## config.mk

```make
export PLATFORM = sky130hd
export DESIGN_NAME = spi_arbiter
export DESIGN_NICKNAME = d
export VERILOG_FILES = /design/src/rtl/spi_arb_pkg.sv /design/src/rtl/spi_arbiter_rr.sv /design/src/rtl/spi_arbiter.sv
export SDC_FILE = /design/constraint.sdc
export NUM_CORES = 1
export LEC_CHECK = 0
export CAP_MARGIN = 20
export CORE_ASPECT_RATIO = 1.75
export CORE_MARGIN = 4
export CORE_UTILIZATION = 50
export CTS_BUF_LIST = sky130_fd_sc_hd__clkbuf_8
export CTS_CLUSTER_DIAMETER = 120
export CTS_CLUSTER_SIZE = 40
export DETAILED_ROUTE_END_ITERATION = 16
export PLACE_DENSITY = 0.89
export SYNTH_ARGS = -nofsm -noshare
export SYNTH_HDL_FRONTEND = slang
export SYNTH_HIERARCHICAL = 1
export SYNTH_SLANG_ARGS = --single-unit
```

## constraint.sdc

```tcl
create_clock -name clk -period 4.1 [get_ports clk]
set_input_delay 0.615 -clock clk [delete_from_list [all_inputs] [get_ports clk]]
set_output_delay 0.615 -clock clk [all_outputs]
set_load 0.01 [all_outputs]
```

## src/rtl/spi_arb_pkg.sv

```systemverilog
// rtl/spi_arb_pkg.sv - shared FSM encoding and spi_if bus field layout for spi_arbiter
package spi_arb_pkg;

    localparam int CFG_W        = 11;
    localparam int DIN_W        = 11;
    localparam int DIN_DATA_LSB = 0;
    localparam int DIN_START    = 8;
    localparam int DIN_STOP     = 9;
    localparam int DIN_RX       = 10;
    localparam int DOUT_W       = 9;
    localparam int DOUT_EMPTY   = 8;

    typedef enum logic [3:0] {
        ST_IDLE    = 4'd0,
        ST_CFG     = 4'd1,
        ST_CFG_ACK = 4'd2,
        ST_TXW     = 4'd3,
        ST_WR      = 4'd4,
        ST_WR_ACK  = 4'd5,
        ST_RD      = 4'd6,
        ST_RD_ACK  = 4'd7,
        ST_DONE    = 4'd8
    } arb_state_e;

    function automatic logic [DIN_W-1:0] wr_word(
        input logic       rx,
        input logic       last,
        input logic       first,
        input logic [7:0] data
    );
        logic [DIN_W-1:0] w;
        w                      = '0;
        w[DIN_DATA_LSB +: 8]   = data;
        w[DIN_START]           = first;
        w[DIN_STOP]            = last;
        w[DIN_RX]              = rx;
        return w;
    endfunction

endpackage

```

## src/rtl/spi_arbiter_rr.sv

```systemverilog
// rtl/spi_arbiter_rr.sv - round-robin picker: lowest requester at/after the pointer wins
// The pointer moves past the winner only when the caller accepts the grant.
module rr_arbiter #(
    parameter int NREQ = 2,
    parameter int IDXW = (NREQ > 1) ? $clog2(NREQ) : 1
) (
    input  logic            clk,
    input  logic            rst,
    input  logic [NREQ-1:0] req,
    input  logic            accept,
    output logic [NREQ-1:0] gnt,
    output logic [IDXW-1:0] gnt_idx,
    output logic            any_req
);

    logic [IDXW-1:0] ptr_q;
    logic [IDXW-1:0] ptr_d;
    logic [IDXW-1:0] cand;
    logic            found;

    always_comb begin
        gnt     = '0;
        gnt_idx = '0;
        found   = 1'b0;
        cand    = '0;
        for (int i = 0; i < NREQ; i++) begin
            cand = IDXW'((int'(ptr_q) + i) % NREQ);
            if (!found && req[cand]) begin
                found       = 1'b1;
                gnt[cand]   = 1'b1;
                gnt_idx     = cand;
            end
        end
    end

    assign any_req = found;

    always_comb begin
        ptr_d = ptr_q;
        if (accept && found) begin
            ptr_d = (int'(gnt_idx) == NREQ - 1) ? '0 : gnt_idx + IDXW'(1);
        end
    end

    always_ff @(posedge clk) begin
        if (rst) begin
            ptr_q <= '0;
        end else begin
            ptr_q <= ptr_d;
        end
    end

endmodule

```

## src/rtl/spi_arbiter.sv

```systemverilog
// rtl/spi_arbiter.sv - shares one spi_if among NREQ requesters, one whole SPI transaction per grant
// Build option SPI_ARB_CFG_CACHE_EN: skip the cfg command when the winner's cfg equals the last one written.
module spi_arbiter
    import spi_arb_pkg::*;
#(
    parameter int NREQ = 2,
    parameter int LENW = 8
) (
    input  logic                 clk,
    input  logic                 rst,
    input  logic [NREQ-1:0]      req,
    input  logic [NREQ*11-1:0]   req_cfg,
    input  logic [NREQ*LENW-1:0] req_len,
    input  logic [NREQ-1:0]      req_rx,
    input  logic [NREQ*8-1:0]    tx_data,
    input  logic [NREQ-1:0]      tx_valid,
    output logic [NREQ-1:0]      tx_ready,
    output logic [7:0]           rx_data,
    output logic [NREQ-1:0]      rx_valid,
    output logic [NREQ-1:0]      gnt,
    output logic [NREQ-1:0]      done,
    output logic [10:0]          spi_din,
    output logic                 spi_cmd,
    output logic                 spi_wr,
    output logic                 spi_rd,
    input  logic [8:0]           spi_dout,
    input  logic                 spi_ack
);

    localparam int IDXW = (NREQ > 1) ? $clog2(NREQ) : 1;

    arb_state_e        state_q, state_d;
    logic [IDXW-1:0]   win_q, win_d;
    logic [NREQ-1:0]   gnt_q, gnt_d;
    logic [LENW-1:0]   last_q, last_d;
    logic [LENW-1:0]   cnt_q, cnt_d;
    logic              rx_q, rx_d;
    logic [7:0]        byte_q, byte_d;
    logic [DOUT_W-1:0] rd_q, rd_d;

`ifdef SPI_ARB_CFG_CACHE_EN
    logic [CFG_W-1:0]  cache_q, cache_d;
    logic              cache_vld_q, cache_vld_d;
    logic [CFG_W-1:0]  arb_cfg;
`endif

    logic [NREQ-1:0]   arb_gnt;
    logic [IDXW-1:0]   arb_idx;
    logic              arb_any;
    logic              arb_accept;
    logic [LENW-1:0]   arb_len;
    logic [CFG_W-1:0]  win_cfg;
    logic              is_last;
    logic              is_first;

    rr_arbiter #(
        .NREQ (NREQ),
        .IDXW (IDXW)
    ) u_rr (
        .clk     (clk),
        .rst     (rst),
        .req     (req),
        .accept  (arb_accept),
        .gnt     (arb_gnt),
        .gnt_idx (arb_idx),
        .any_req (arb_any)
    );

    assign arb_accept = (state_q == ST_IDLE);
    assign arb_len    = req_len[arb_idx*LENW +: LENW];
    assign win_cfg    = req_cfg[win_q*CFG_W +: CFG_W];
    assign is_last    = (cnt_q == last_q);
    assign is_first   = (cnt_q == '0);
    assign gnt        = gnt_q;
`ifdef SPI_ARB_CFG_CACHE_EN
    assign arb_cfg    = req_cfg[arb_idx*CFG_W +: CFG_W];
`endif

    always_ff @(posedge clk) begin
        if (rst) begin
            state_q     <= ST_IDLE;
            win_q       <= '0;
            gnt_q       <= '0;
            last_q      <= '0;
            cnt_q       <= '0;
            rx_q        <= 1'b0;
            byte_q      <= '0;
            rd_q        <= '0;
`ifdef SPI_ARB_CFG_CACHE_EN
            cache_q     <= '0;
            cache_vld_q <= 1'b0;
`endif
        end else begin
            state_q     <= state_d;
            win_q       <= win_d;
            gnt_q       <= gnt_d;
            last_q      <= last_d;
            cnt_q       <= cnt_d;
            rx_q        <= rx_d;
            byte_q      <= byte_d;
            rd_q        <= rd_d;
`ifdef SPI_ARB_CFG_CACHE_EN
            cache_q     <= cache_d;
            cache_vld_q <= cache_vld_d;
`endif
        end
    end

    always_comb begin
        state_d = state_q;
        win_d   = win_q;
        gnt_d   = gnt_q;
        last_d  = last_q;
        cnt_d   = cnt_q;
        rx_d    = rx_q;
        byte_d  = byte_q;
        rd_d    = rd_q;
`ifdef SPI_ARB_CFG_CACHE_EN
        cache_d     = cache_q;
        cache_vld_d = cache_vld_q;
`endif
        case (state_q)
            ST_IDLE: begin
                if (arb_any) begin
                    win_d  = arb_idx;
                    gnt_d  = arb_gnt;
                    cnt_d  = '0;
                    rx_d   = req_rx[arb_idx];
                    // A zero length still moves one byte so SS always opens and closes.
                    last_d = (arb_len == '0) ? '0 : arb_len - LENW'(1);
`ifdef SPI_ARB_CFG_CACHE_EN
                    state_d = (cache_vld_q && (cache_q == arb_cfg)) ? ST_TXW : ST_CFG;
`else
                    state_d = ST_CFG;
`endif
                end
            end
            ST_CFG: begin
`ifdef SPI_ARB_CFG_CACHE_EN
                cache_d     = win_cfg;
                cache_vld_d = 1'b1;
`endif
                state_d = ST_CFG_ACK;
            end
            ST_CFG_ACK: begin
                if (spi_ack) begin
                    state_d = ST_TXW;
                end
            end
            ST_TXW: begin
                if (tx_valid[win_q]) begin
                    byte_d  = tx_data[win_q*8 +: 8];
                    state_d = ST_WR;
                end
            end
            ST_WR: begin
                state_d = ST_WR_ACK;
            end
            ST_WR_ACK: begin
                // No ack means the write FIFO was full; the same word is re-issued.
                if (!spi_ack) begin
                    state_d = ST_WR;
                end else if (rx_q) begin
                    state_d = ST_RD;
                end else if (is_last) begin
                    state_d = ST_DONE;
                end else begin
                    cnt_d   = cnt_q + LENW'(1);
                    state_d = ST_TXW;
                end
            end
            ST_RD: begin
                rd_d    = spi_dout;
                state_d = ST_RD_ACK;
            end
            ST_RD_ACK: begin
                if (rd_q[DOUT_EMPTY]) begin
                    state_d = ST_RD;
                end else if (is_last) begin
                    state_d = ST_DONE;
                end else begin
                    cnt_d   = cnt_q + LENW'(1);
                    state_d = ST_TXW;
                end
            end
            ST_DONE: begin
                gnt_d   = '0;
                state_d = ST_IDLE;
            end
            default: begin
                state_d = ST_IDLE;
            end
        endcase
    end

    always_comb begin
        spi_cmd  = 1'b0;
        spi_wr   = 1'b0;
        spi_rd   = 1'b0;
        spi_din  = '0;
        tx_ready = '0;
        rx_valid = '0;
        rx_data  = '0;
        done     = '0;
        case (state_q)
            ST_CFG: begin
                spi_cmd = 1'b1;
                spi_din = win_cfg;
            end
            ST_TXW: begin
                if (tx_valid[win_q]) begin
                    tx_ready = gnt_q;
                end
            end
            ST_WR: begin
                spi_wr  = 1'b1;
                spi_din = wr_word(rx_q, is_last, is_first, byte_q);
            end
            ST_RD: begin
                spi_rd = 1'b1;
            end
            ST_RD_ACK: begin
                if (!rd_q[DOUT_EMPTY]) begin
                    rx_valid = gnt_q;
                    rx_data  = rd_q[7:0];
                end
            end
            ST_DONE: begin
                done = gnt_q;
            end
            default: begin
            end
        endcase
    end

endmodule

```

======== Word level (Yosys, flattened, before mapping) ========
Cells that the tools add are included.
storage, ports and cells
  bits of input ports ..................... 72
  logic and storage cells ................. 101
  output and inout bits ................... 30
  register bits ........................... 42
cells by class
  bitwise gates (word level) .............. 1
  shift operators ......................... 3
  multiplexer cells ....................... 47
  add/subtract/negate cells ............... 4
  multipliers ............................. 1
  $lt $le $gt $ge ......................... 6
  equal/unequal tests ..................... 15
  reduce and logical (&&, ||, !) cells .... 15
operators by type and width
  operator             number
  $mux 8               8
  $pmux 4 s8           1
  $shiftx 16x5->8      2
  $mux 4               7
  $pmux 8 s3           1
  $pmux 11 s2          1
  $shiftx 22x6->11     1
  $mux 1               18
  $eq 4x3->1 const B   4
  $logic_not 8->1      2
  $mux 2               8
  $ne 2x2->1 const B   6
  $add 8x1->8 const B  1
  $eq 4x2->1 const B   2
  $eq 8x8->1           1
  $lt 1x2->1 const B   4
  $sub 8x1->8 const B  1
  $reduce_and 2->1     3
  $mul 1x4->5 const B  1
  $reduce_and 5->1     1
  $eq 4x1->1 const B   1
  $eq 4x4->1 const B   1
  $logic_and 1x1->1    4
  $logic_not 4->1      1
  9 further kinds      12

======== Longest topological paths before layout ========
Gate-level depths: netlist of run 1.
  depth in word-level cells ............... 9
  depth in mapped cells ................... 10
  gate-level depth less buffers ........... 8

======== Hierarchy ========
Netlist of run 1, hierarchy kept.
modules (own cells, without submodules)
  module       instances  area an instance (µm²)  cells each  seq. area each (µm²)
  spi_arbiter  1          2686.3                  323         820.8
  rr_arbiter   1          78.8                    9           20.0

======== Least setup slack after synthesis of run 1 ========
OpenSTA, ideal clock, no wires.
  path type ............................... input to register
  start ................................... input req[1]
  end ..................................... register last_q[0]
  required time ........................... 3.983 ns
  arrival ................................. 2.669 ns
  path buffers ............................ 2
  stages .................................. 9
  path slack .............................. 1.314 ns
  library setup time ...................... 0.117 ns
  cell sequence ........................... a21boi_0 -> buf_6 -> buf_2 -> mux2i_1 -> ha_1 -> nor4b_1 -> a31o_2 -> a311oi_4 -> a22o_1
between the ends
  word-level cells in the longest chain between the ends .. 9
  elaborated cells on any way between the ends .. 15
  those cells by class .................... add/sub: 1; shift: 1; mux: 9; reduce/logical: 4
ends and longest elaborated chain
  element                                                line                  source
  from (decl)                                            spi_arbiter.sv:11     input logic [NREQ-1:0] req,
  $mux 1 (implied by the code) (2 in a row)              spi_arbiter_rr.sv:28  if (!found && req[cand]) begin
  $mux 1                                                 spi_arbiter_rr.sv:28
  $logic_not 1->1                                        spi_arbiter_rr.sv:28
  $logic_and 1x1->1                                      spi_arbiter_rr.sv:28
  $mux 1                                                 spi_arbiter_rr.sv:28
  $shiftx 16x5->8                                        spi_arbiter.sv:70     assign arb_len = req_len[arb_idx*LENW +: LENW];
  $sub 8x1->8 / $logic_not 8->1 (equally long branches)  spi_arbiter.sv:130    last_d = (arb_len == '0) ? '0 : arb_len - LENW'(1);
  $mux 8                                                 spi_arbiter.sv:130
  to (signal assigned)                                   spi_arbiter.sv:97     last_q <= last_d;
  to (decl)                                              spi_arbiter.sv:35     logic [LENW-1:0] last_q, last_d;
Several ways; a longest one is shown, not always the timed one. The select of a mux whose other input is x is not followed.
A chain may end at the register's enable or synchronous reset.

======== Worst setup path in the final report of run 1 ========
  start ................................... input req[1]
  end ..................................... register last_q[0]
between the ends
  word-level cells in the longest chain between the ends .. 9
  elaborated cells on any way between the ends .. 15
  those cells by class .................... add/sub: 1; shift: 1; mux: 9; reduce/logical: 4
ends and longest elaborated chain
  element                                                line                  source
  $mux 1 (implied by the code) (2 in a row)              spi_arbiter_rr.sv:28
  $mux 1                                                 spi_arbiter_rr.sv:28
  $logic_not 1->1                                        spi_arbiter_rr.sv:28
  $logic_and 1x1->1                                      spi_arbiter_rr.sv:28
  $mux 1 *                                               spi_arbiter_rr.sv:28
  net arb_idx                                            spi_arbiter.sv:48     logic [IDXW-1:0] arb_idx;
  $shiftx 16x5->8 *                                      spi_arbiter.sv:70
  $sub 8x1->8 / $logic_not 8->1 (equally long branches)  spi_arbiter.sv:130
  $mux 8 *                                               spi_arbiter.sv:130
Mark *: on every way through the listed nets, which the timed path passes. The rest lies on a longest branch. The select of a mux whose other input is x is not followed.

==> impl_metrics.toml, run 1 <==
[floorplan]
io_pins = 102
core.rowCount = 35
core_um2 = 5300
die_h_um = 106
initial_core_util_pct = 52.2
die_area_um2 = 6830
die_x_um = 64.2

[worst_setup_path]
worst_r2r_endpoint = "last_q[0]$_SDFFE_PP0P_"
crit_chain = "clkdlybuf4s50_1 -> a21boi_1 -> mux2i_1 -> ha_1 -> nor4b_1 -> a31o_2 -> a311oi_4 -> a22o_1"
critPathLaunchType = "input port"
cp-end-kind = "register"
crit_arrival_ns = 3.62
slowest_stage = "a21boi_1"
crit_type = "in2reg"
slowest_delay_ns = 0.85
worstPathRequired_ns = 4.29
rrSetupSlack_ns = 1.17
path_buf_inv = 1
cp_top_family = "compound AO/OA/AOI/OAI gates"
cp_max_fo = 10
reg2regPathDepth = 8

[global_routing]
grt_usage_pct = 22.9
grt_max_degree = 29
antenna_found_initial = 0
grt_overflow = 0
grt_pass1_wl_mm = 12.7
grt_pass1_vias = 2812

[cts]
root_buffer = "clkbuf_8"
cts_tree = "built"
clock-sinks = 42
clock_latency_ns = 0.29
htree_levels = 2
cts_buffer_depth = 2
post_cts.repair.setup_buffers = 0
cts_hold_buffers = 0
cts_resized = 0
clkTransAtPathRegs_ns = 0.08
cts_buffers = 5

[yosys]
ys_ff_latch = 42
synth_edf_count = 0
yosys.cell_types.count = 62
postSynthAreaPerCell_um2 = 8.33
synthesis.area_um2 = 2770
ys_async_sr_fraction_pct = 0
yosysTopAreaCell = "dfxtp_1"
synthCells = 332
synth-seq-area-share_pct = 30.4
yosysWarningCount = 6
synthFlopType = "dfxtp_1"
synthTopCellsByArea = "dfxtp_1 (30%), mux2i_1 (13%), nand2_1 (6.5%)"
yosys-top-cells-count = "nand2_1 (48), dfxtp_1 (42), mux2i_1 (37), a21oi_1 (18), nor2_1 (13)"
synthMostInstantiatedCell = "nand2_1"
synth_top_area_share_pct = 30.4
synth_fp_nets = 408

[layout]
n_antenna_cell = 0
layout-drive-gt1-share_pct = 7.24
postLayoutCellArea_um2 = 3920
nets = 503
area_growth_pct = 41.8
instances_no_fill = 502
nFillCells = 419

[sta]
fin_worst_skew_ns = 0.00618
rsz0062_at_grt = "no"
hold_viol = 0
post-route-min-period_ns = 3.43
drv_slew = 0
tightest_slew_ns = 1.03
min_period_over_period_pct = 83.6
tns_ns = 0
slew_headroom_pct = 30.9
setup_viol = 0
max_freq_ghz = 0.292

[power]
peakVddDrop_uv = 219
p_leak_nw = 1.44
power_density_nw_per_um2 = 293

[route]
drtIter0Drc = 87
dr_total_vias = 2868
wl_per_cell_um = 15.6
drc = 0
routed_wl_mm = 7.85
antenna_left = 0
viasPerCell = 5.71
drt_pre_antenna_iters = 5

[placed_design]
gp_congestion = 0.905
hpwl_mm = 6.14
placed_area_um2 = 3830
port_buffers = 101
place_inst = 494

[worst_hold_path]
holdCritPathClass = "reg2reg"
min_from = "rd_q[2]$_SDFFE_PP0P_"
min_delay_worst_endpoint = "rd_q[2]$_SDFFE_PP0P_"
whs_path_depth = 2

[run_status]
outcome = "complete, no violations"

[run]
max_cap_violations = 0
## cells in the final DEF (no fill, tap or decap), drive strengths merged, types with 4 or more instances in the layout
| cell type | count |
|---|---|
| clkdlybuf4s50 | 101 |
| nand2 | 49 |
| dfxtp | 42 |
| mux2i | 37 |
| a21oi | 20 |
| nor2 | 14 |
| o21ai | 13 |
| a211oi | 13 |
| inv | 11 |
| and3 | 11 |
| xor2 | 9 |
| nor3 | 6 |
| a22o | 6 |
| nand2b | 6 |
| clkbuf | 6 |
| buf | 6 |
| nand3 | 5 |
| or3 | 5 |
| nor4b | 4 |
| nor4 | 4 |
| and2 | 4 |
| ha | 4 |
| a311oi | 4 |
| nor3b | 4 |
## state kept, by name (all words and copies together), names as in the netlist, named ones only
name / count
byte_q: 8
cnt_q: 8
gnt: 2
last_q: 8
rd_q: 9
rx_q: 1
state_q: 4
win_q: 1
## worst max path at each step
stage,start,to,slack (ns),cells after the start
2_1_floorplan,req[1],last_q[0]$_SDFFE_PP0P_,1.31,9
3_3_place_gp,req[1],last_q[1]$_SDFFE_PP0P_,0.55,8
3_5_place_dp,req[1],last_q[0]$_SDFFE_PP0P_,0.40,8
4_1_cts,req[1],last_q[0]$_SDFFE_PP0P_,0.70,8
5_1_grt,req[1],last_q[1]$_SDFFE_PP0P_,0.48,8
6_report,req[1],last_q[0]$_SDFFE_PP0P_,0.67,8
## through the flow
step                util (%)  hold WS [ns]  total power [mW]  setup slack (ns)
finish                  74.0         0.452              1.15             0.672
global route            74.0         0.484              1.21             0.482
CTS                     74.0         0.457              1.15             0.705
detailed placement      72.3         0.446             0.882             0.400
global placement        72.3         0.438             0.874             0.553
floorplan                  -         0.432             0.713              1.31
## cells by family (layout without fill, tap and decap cells)
group | after synthesis | count (layout) | share of synthesized area (%)
AOI/OAI and AO/OA | 74 | 74 | 19.5
and+or+nand+nor | 129 | 129 | 25.1
buffers and inverters | 31 | 127 | 4.71
muxes | 40 | 40 | 14.6
xor gates and xnor gates | 12 | 12 | 3.80
DFF | 42 | 42 | 30.4
adders and majority gates | 4 | 4 | 1.81
## layer usage
| metal | GRT usage (%) | up-vias | part of all wire, % |
|---|---|---|---|
| met1 | 23.3 | 1327 | 37 |
| met5 | 0 | - | 0 |
| met3 | 3.07 | 27 | 5.0 |
| met2 | 44.3 | 114 | 55 |
| li1 | - | 1400 | - |
| met4 | 11.0 | 0 | 3.2 |
## where the power goes
group | switching [mW] | internal (mW) | leakage, nW
clock network | 0.140 | 0.133 | 0.0524
registers | 0.0340 | 0.438 | 0.341
logic | 0.197 | 0.206 | 1.04
total | 0.372 | 0.778 | 1.44
## worst reg2reg max path: stages (launching register included)
cell,delay (ns)
dfxtp_1,0.36
inv_1,0.07
a21boi_1,0.77
mux2i_1,0.43
ha_1,0.25
nor4b_1,0.34
a31o_2,0.21
a311oi_4,0.13
a22o_1,0.26
## cell type report
cell class / instances / area [µm²] / area share (%)
Clock buffer: 6 / 82.6 / 2.11
Clock inverter: 2 / 8.76 / 0.223
Inverter: 12 / 46.3 / 1.18
Multi-Input combinational cell: 259 / 1790 / 45.8
Sequential cell: 42 / 841 / 21.4
Tap cell: 74 / 92.6 / 2.36
Timing Repair Buffer: 107 / 1060 / 26.9
No activity file was read; power rests on OpenSTA's default activity.
==> run 2, diff against run 1 <==
CORE_UTILIZATION = 46   (was 50)
PLACE_DENSITY = 0.83   (was 0.89)
clock period = 3.55 ns   (was 4.1 ns; I/O delays follow)
==> run 2 against run 1 <==
Effect of this change:
- via count down 0.94%
- die area increased by 7.8%
- non-clock buffer count increased by 1
- register-to-register slack worse by 0.23 ns
- sequential share of layout area unchanged
- clock power grew 8.4%
- routed wire length up 2.4%
- sequential power grew 16%
- count of clock-buffer cells in the layout down 1
- final area stayed put
- final cell count is 0.80% higher
- global-route usage fell by 0.71 points
- critical path type is now reg2out
- largest cell class unchanged
- largest power group unchanged
- highest routed layer unchanged
==> impl_metrics.toml, run 2 (same netlist as run 1, synthesis figures left out) <==
[power]
fin_total_pwr_mw = 1.31
netSwitchingFraction_pct = 33.1
power_density_nw_per_um2 = 335
power_switching_uw = 435
seq_power_share_pct = 41.7
clkPwrFrac_pct = 22.6
pwr-share-comb_pct = 35.7
p_leak_nw = 1.43
peakVddDrop_uv = 384
p_int_uw = 878

[cts]
cts_hold_buffers = 0
cts_resized = 0
htree_levels = 2
clock_latency_ns = 0.30
clock-sinks = 42
cts_tree = "built"
post_cts.repair.setup_buffers = 0
root_buffer = "clkbuf_8"
clkTransAtPathRegs_ns = 0.09
cts_buffer_depth = 2
cts_buffers = 5

[global_routing]
grt_pass1_wl_mm = 13.1
grt_overflow = 0
grt_max_degree = 34
antenna_found_initial = 0
grt_usage_pct = 22.2
grt_pass1_vias = 2833

[placed_design]
place_ws_ns = 0.420
port_buffers = 101
gp_congestion = 0.887
placed_area_um2 = 3840
hpwl_mm = 6.21

[route]
dr_total_vias = 2841
viasPerCell = 5.61
wl_per_cell_um = 15.9
antenna_left = 0
drtIter0Drc = 73
drt_pre_antenna_iters = 4
routed_wl_mm = 8.04
drc = 0

[worst_hold_path]
holdCritPathClass = "reg2reg"

[sta]
fin_ws_ns = 0.556
tns_ns = 0
slew_headroom_pct = 45.4
min_period_over_period_pct = 84.3
post-route-min-period_ns = 2.99
hold_viol = 0
setup_viol = 0
holdWs_ns = 0.453
max_freq_ghz = 0.334
rsz0062_at_grt = "no"
drv_slew = 0
fin_worst_skew_ns = 0.0136
tightest_slew_ns = 0.807

[layout]
nets = 504
final_common_cell = "clkdlybuf4s50_1"
largest_reg_flops = 9
top_register = "rd_q"
layout-drive-gt1-share_pct = 7.48
layout_common_cells = "clkdlybuf4s50_1 (101), nand2_1 (48), dfxtp_1 (42)"
n_antenna_cell = 0
area_growth_pct = 41.8
nFillCells = 508
postLayoutCellArea_um2 = 3920

[floorplan]
core.rowCount = 37
initial_core_util_pct = 47.0
die_area_um2 = 7360
die_x_um = 66.6
io_pins = 102
die_h_um = 111
core_um2 = 5880

[worst_setup_path]
slowest_delay_ns = 0.59
worstPathRequired_ns = 3.02
crit_arrival_ns = 2.46
cp-end-kind = "primary output"
critPathLaunchType = "register"
crit_type = "reg2out"
slowest_stage = "dfxtp_1"
cp_max_fo = 13
crit_chain = "inv_1 -> or3_1 -> o21ai_0 -> clkdlybuf4s50_1"

[run]
max_cap_violations = 0

[run_status]
outcome = "complete, no violations"
## run 2: cell types whose count changed in the layout (fill, tap and decap cells not counted), sizes merged
cell	before	now
buf	6	7
clkbuf	6	5
clkinv	3	4
inv	11	10
## run 2: power groups by stage
stage / combinational (mW) / sequential, mW / clock [mW]
2_1_floorplan: 0.286 / 0.537 / 0
3_3_place_gp: 0.454 / 0.555 / 0
3_5_place_dp: 0.468 / 0.557 / 0
4_1_cts: 0.470 / 0.546 / 0.302
5_1_grt: 0.511 / 0.552 / 0.321
6_report: 0.469 / 0.547 / 0.297
## run 2: final cells by class
class                   count  area, µm²  share of cell area (%)
multi-input cells         259       1790                    45.8
repair buffers            108       1060                    27.1
flip-flops and latches     42        841                    21.4
well taps                  78       97.6                    2.49
clock buffers               5       68.8                    1.75
inverters                  12       46.3                    1.18
clock inverters             2       10.0                   0.255
## run 2: worst max-delay path: cells and delay by family, from the launching register on
family          cells  cell delay, ns
simple gates        1            0.58
buf+inv             2            0.74
flops               1            0.59
compound gates      1            0.26
## run 2: per-stage QoR
step	cells	utilization (%)
after CTS	506	66.7
after global routing	506	66.7
final	506	66.7
after detailed placement	499	65.4
after global placement	499	65.4
after floorplan	332	-
## run 2: routing by layer
metal	wire length [µm]	up-vias	GRT usage (%)
met3	393	14	2.54
met4	158	0	7.19
met5	0	-	0
li1	-	1395	-
met1	3000	1332	24.0
met2	4490	100	42.4
## run 2: worst paths after layout
kind	start	to	slack [ns]	depth (start not counted)
max	state_q[0]$_SDFFE_PP0P_	spi_din[4]	0.56	4
min	rd_q[4]$_SDFFE_PP0P_	rd_q[4]$_SDFFE_PP0P_	0.45	2
max reg2reg	state_q[1]$_SDFFE_PP0P_	cnt_q[7]$_SDFFE_PP0P_	0.94	4
min reg2reg	rd_q[4]$_SDFFE_PP0P_	rd_q[4]$_SDFFE_PP0P_	0.45	2
==> run 3, diff against run 2 <==
clock period = 3 ns   (was 3.55 ns; I/O delays follow)
==> run 3 against run 2 <==
Effect of this change:
- count of clock-buffer cells in the layout stayed put
- register-to-register slack worse by 0.32 ns
- combinational power is 20% higher
- routed wire length is 2.2% lower
- clock skew is 0.00052 ns higher
- clock power is 25% higher
- die area stayed put
- sequential power is 18% higher
- highest routed layer unchanged
==> impl_metrics.toml, run 3 (same netlist as run 1, synthesis figures left out) <==
[worst_setup_path]
cp-end-kind = "primary output"
crit_type = "reg2out"
crit_chain = "or2_1 -> or3_1 -> o21ai_0 -> clkdlybuf4s50_1"
crit_arrival_ns = 2.32
slowest_delay_ns = 0.57
cp_top_family = "simple AND/OR/NAND/NOR gates"
worstPathRequired_ns = 2.55
path_buf_inv = 1
critPathLaunchType = "register"
slowest_stage = "clkdlybuf4s50_1"
cp_max_fo = 12

[layout]
nFillCells = 516
largest_reg_flops = 9
layout_common_cells = "clkdlybuf4s50_1 (101), nand2_1 (48), dfxtp_1 (41)"
instances_no_fill = 514
n_antenna_cell = 0
top_register = "rd_q"
final_common_cell = "clkdlybuf4s50_1"
area_growth_pct = 44.2
layout-drive-gt1-share_pct = 9.40
nets = 511
postLayoutCellArea_um2 = 3990

[cts]
cts_tree = "built"
htree_levels = 2
root_buffer = "clkbuf_8"
clkTransAtPathRegs_ns = 0.09
cts_buffer_depth = 2
clock_latency_ns = 0.30
cts_buffers = 5
clock-sinks = 42

[route]
drt_pre_antenna_iters = 5
viasPerCell = 5.58
drc = 0
routed_wl_mm = 7.87
dr_total_vias = 2867
antenna_left = 0
wl_per_cell_um = 15.3
drtIter0Drc = 85

[power]
fin_total_pwr_mw = 1.58
power_density_nw_per_um2 = 397
p_leak_nw = 1.47
peakVddDrop_uv = 319

[run_status]
outcome = "complete, no violations"

[sta]
drv_slew = 0
hold_viol = 0
setup_viol = 0
post-route-min-period_ns = 2.77
holdWs_ns = 0.456
rsz0062_at_grt = "no"
tns_ns = 0
min_period_over_period_pct = 92.4
max_freq_ghz = 0.361
tightest_slew_ns = 0.600
fin_worst_skew_ns = 0.0141
slew_headroom_pct = 59.6

[run]
max_cap_violations = 0

[global_routing]
antenna_found_initial = 0
grt_usage_pct = 21.5
grt_pass1_wl_mm = 12.9
grt_max_degree = 21
grt_overflow = 0
grt_pass1_vias = 2784

[floorplan]
die_area_um2 = 7360
initial_core_util_pct = 47.0
core.rowCount = 37
io_pins = 102
core_um2 = 5880
die_h_um = 111
die_x_um = 66.6

[placed_design]
place_inst = 506
hpwl_mm = 6.25
port_buffers = 101
gp_congestion = 0.876
placed_area_um2 = 3890

[worst_hold_path]
holdCritPathClass = "reg2reg"
-- run 3: cell count changes in the layout (fill, tap and decap cells not counted), sizes merged --
| cell | before | now |
|---|---|---|
| clkinvlp | 0 | 1 |
| buf | 7 | 14 |
-- run 3: path summary, 6_finish.rpt --
| check | start | endpoint | slack [ns] | depth (start not counted) |
|---|---|---|---|---|
| setup / recovery | state_q[2]$_SDFFE_PP0P_ | spi_din[2] | 0.23 | 4 |
| hold / removal | rd_q[1]$_SDFFE_PP0P_ | rd_q[1]$_SDFFE_PP0P_ | 0.46 | 2 |
| setup reg to reg | register | last_q[7]$_SDFFE_PP0P_ | 0.62 | 7 |
| hold reg to reg | rd_q[1]$_SDFFE_PP0P_ | rd_q[1]$_SDFFE_PP0P_ | 0.46 | 2 |
-- run 3: worst min-delay path, stage by stage (launching register included) --
cell	delay [ns]
dfxtp_1	0.32
nand2_1	0.05
a21oi_1	0.05
-- run 3: area by class of cell --
cell class	instances	area [µm²]	area share, %
Clock inverter	3	21.3	0.534
Sequential cell	42	842	21.1
Inverter	12	46.3	1.16
Tap cell	78	97.6	2.45
Clock buffer	5	68.8	1.73
Multi-Input combinational cell	259	1790	45.0
Timing Repair Buffer	115	1120	28.0
-- run 3: metal layers --
layer	GRT usage, %	vias to the layer above	part of all wire (%)
met4	5.29	0	1.5
met1	23.1	1357	37
li1	-	1411	-
met5	0	-	0
met3	3.36	10	5.3
met2	41.5	89	56
-- run 3: repair_timing --
action | CTS | global route
hold buffers | 0 | 0
setup endpoints to repair | 0 | 6
gates resized for setup | 0 | 1
setup buffers | 0 | 0
-- run 3: metrics by stage --
step                worst slack (ns)  util, %
floorplan                      0.379        -
global placement               0.103     66.2
detailed placement            0.0548     66.2
CTS                            0.145     67.8
global route                  0.0509     67.8
finish                         0.229     67.8
-- run 3: report_power, final --
| part | internal, mW | total [mW] | switching, mW | leakage [nW] |
|---|---|---|---|---|
| sequential | 0.599 | 0.647 | 0.0473 | 0.342 |
| combinational | 0.292 | 0.564 | 0.272 | 1.08 |
| clock | 0.164 | 0.372 | 0.209 | 0.0441 |
==> variant, RTL diff (config.mk and constraints of run 1) <==
The 9 states of `arb_state_e` get a Gray code encoding in 4 bits.
--- a/src/rtl/spi_arb_pkg.sv
+++ b/src/rtl/spi_arb_pkg.sv
@@ -12,13 +12,13 @@
 
     typedef enum logic [3:0] {
-        ST_IDLE    = 4'd0,
-        ST_CFG     = 4'd1,
-        ST_CFG_ACK = 4'd2,
-        ST_TXW     = 4'd3,
-        ST_WR      = 4'd4,
-        ST_WR_ACK  = 4'd5,
-        ST_RD      = 4'd6,
-        ST_RD_ACK  = 4'd7,
-        ST_DONE    = 4'd8
+        ST_IDLE    = 4'b0000,
+        ST_CFG     = 4'b0001,
+        ST_CFG_ACK = 4'b0011,
+        ST_TXW     = 4'b0010,
+        ST_WR      = 4'b0110,
+        ST_WR_ACK  = 4'b0111,
+        ST_RD      = 4'b0101,
+        ST_RD_ACK  = 4'b0100,
+        ST_DONE    = 4'b1100
     } arb_state_e;
 
Check against the original RTL: same outputs for any inputs over 10 cycles, from zero or initial values and one cycle with rst high; not proved beyond that.
==> variant against run 1 <==
  * Total power down 2.1%
  * Area after synthesis shrank 3.2%
  * Synthesized cell count is the same
  * Count of clock-buffer cells in the layout did not move
  * Sequential share of layout area rose by 0.63 points
  * Cell area fell by 2.9%
  * Sequential cell count is the same
  * Clock power is 2% higher
  * Routed wire length is 10% lower
  * First-iteration DRC count down 14%
  * Worst setup slack better by 0.16 ns
  * Largest power group unchanged
==> variant: results (changes against run 1) <==
| Metric | Value |
|---|---|
| Grt met1 use | 22.7% (-0.59 points) |
| Met3 Resource Use GR | 3.23% (+0.16 points) |
| Synth Area in Compound Gates | 19.4% (-0.15 points) |
| Final GP Congestion | 0.878 (-2.9%) |
| P_clk | 0.279 mW (+2%) |
| WL met2 | 3900 um (-9.9%) |
| CP top delay family | simple AND/OR/NAND/NOR gates |
| Worst Path Arrival | 2.65 ns (-0.97 ns) |
| Vias in the first global route | 2,657 (-5.5%) |
| Ranking of synthesized cells by area | dfxtp_1 (31%), mux2i_1 (12%), nand2_1 (5.7%) |
| HPWL Detailed | 5600 um (-8.9%) |
| First-pass GRT wire length | 11,800 um (-7.1%) |
| Met3 WL | 283 um (-27%) |
| # fillers | 420 (+0.24%) |
| Adder-Cell Fraction of Synth Area | 1.87% (+0.059 points) |
| Worst setup path endpoint | spi_din[8] |
| Post-Synth XOR/XNOR Area | 5.89% (+2.1 points) |
| M2 GR Usage | 42.0% (-2.2 points) |
| Final Non-Filler Cells | 482 (-4.0%) |
| Top cells by count, synth | dfxtp_1 (42), nand2_1 (41), mux2i_1 (31) |
| Max Buffers Root-to-Sink | 2 (unchanged) |
| Reg power frac | 42.7% (+1.6 points) |
| P_sw | 0.356 mW (-4.1%) |
| Cell Area, Placed | 3710 um^2 (-3.0%) |
| Drt wl/cell | 14.7 um (-6.3%) |
| Synthesis-to-layout area growth | 42.2% |
| Post-synth cell types | 55 (-11%) |
| Status | finished, final reports clean |
| Pwr Density | 295 nW/um^2 (+0.80%) |
| IO buf count | 101 (unchanged) |
| Largest Register | rd_q |
| Max stage delay on crit path | 0.65 ns (-0.20 ns) |
| Vias per cell | 5.65 (-1.2%) |
| Nets@finish | 502 (-0.20%) |
| Initial DRC Count | 75 (-14%) |
| Crit path launch | state_q[1] |
| GRT Util Overall | 21.5% (-1.4 points) |
| Leak Pwr | 1.28 nW (-11%) |
| Mux share of post-synthesis cell area | 11.6% (-3.0 points) |
| DIE AREA | 6640 um^2 (-2.9%) |
| Layout cells sized above 1 | 5.15% (-2.1 points) |
| Final Skew | 0.00596 ns (-0.000225 ns) |
| Slew margin rel. | 45.1% (+14 points) |
| M1 WL | 2790 um (-3.0%) |
| Dpl ws | 1.14 ns (+0.739 ns) |
| Slowest CP cell | dfxtp_1 |
| Worst reg-to-reg setup slack | 1.83 ns (+0.66 ns) |
| Largest net degree at the start of global routing | 26 (-10%) |
| 1st-pass router iterations | 4 (-1) |
| Seq/Total Area, Yosys | 31.4% (+0.99 points) |
| Capturing point of the worst reg2reg path | last_q[2] |
| Dpl cells | 474 (-4.0%) |
==> variant: cell count changes in the layout (fill, tap and decap cells not counted), sizes merged, moves of 5 or more <==
cell,run 1,this run
and2,4,16
mux2i,37,31
nand2,49,41
nor2,14,26
o211ai,0,5
xnor2,3,12
and3,11,4
a22o,6,0
o21ai,13,19
nor3,6,12
==> variant: area by class of cell <==
type	instances	area share, %
sequential	42	22.1
clock buffer	6	2.17
tap	55	1.81
multi-input combinational	263	45.4
timing repair buffer	105	27.3
clock inverter	2	0.329
inverter	9	0.887
==> variant: worst min path at each step <==
| stage | from | to | slack [ns] | depth (start not counted) |
|---|---|---|---|---|
| final | rd_q[4] | rd_q[4] | 0.45 | 2 |
| after global routing | rd_q[4] | rd_q[4] | 0.48 | 2 |
| after CTS | rd_q[4] | rd_q[4] | 0.45 | 2 |
| after detailed placement | rd_q[4] | rd_q[4] | 0.44 | 2 |
| after global placement | rd_q[7] | rd_q[7] | 0.44 | 2 |
| after floorplan | rd_q[0] | rd_q[0] | 0.43 | 2 |
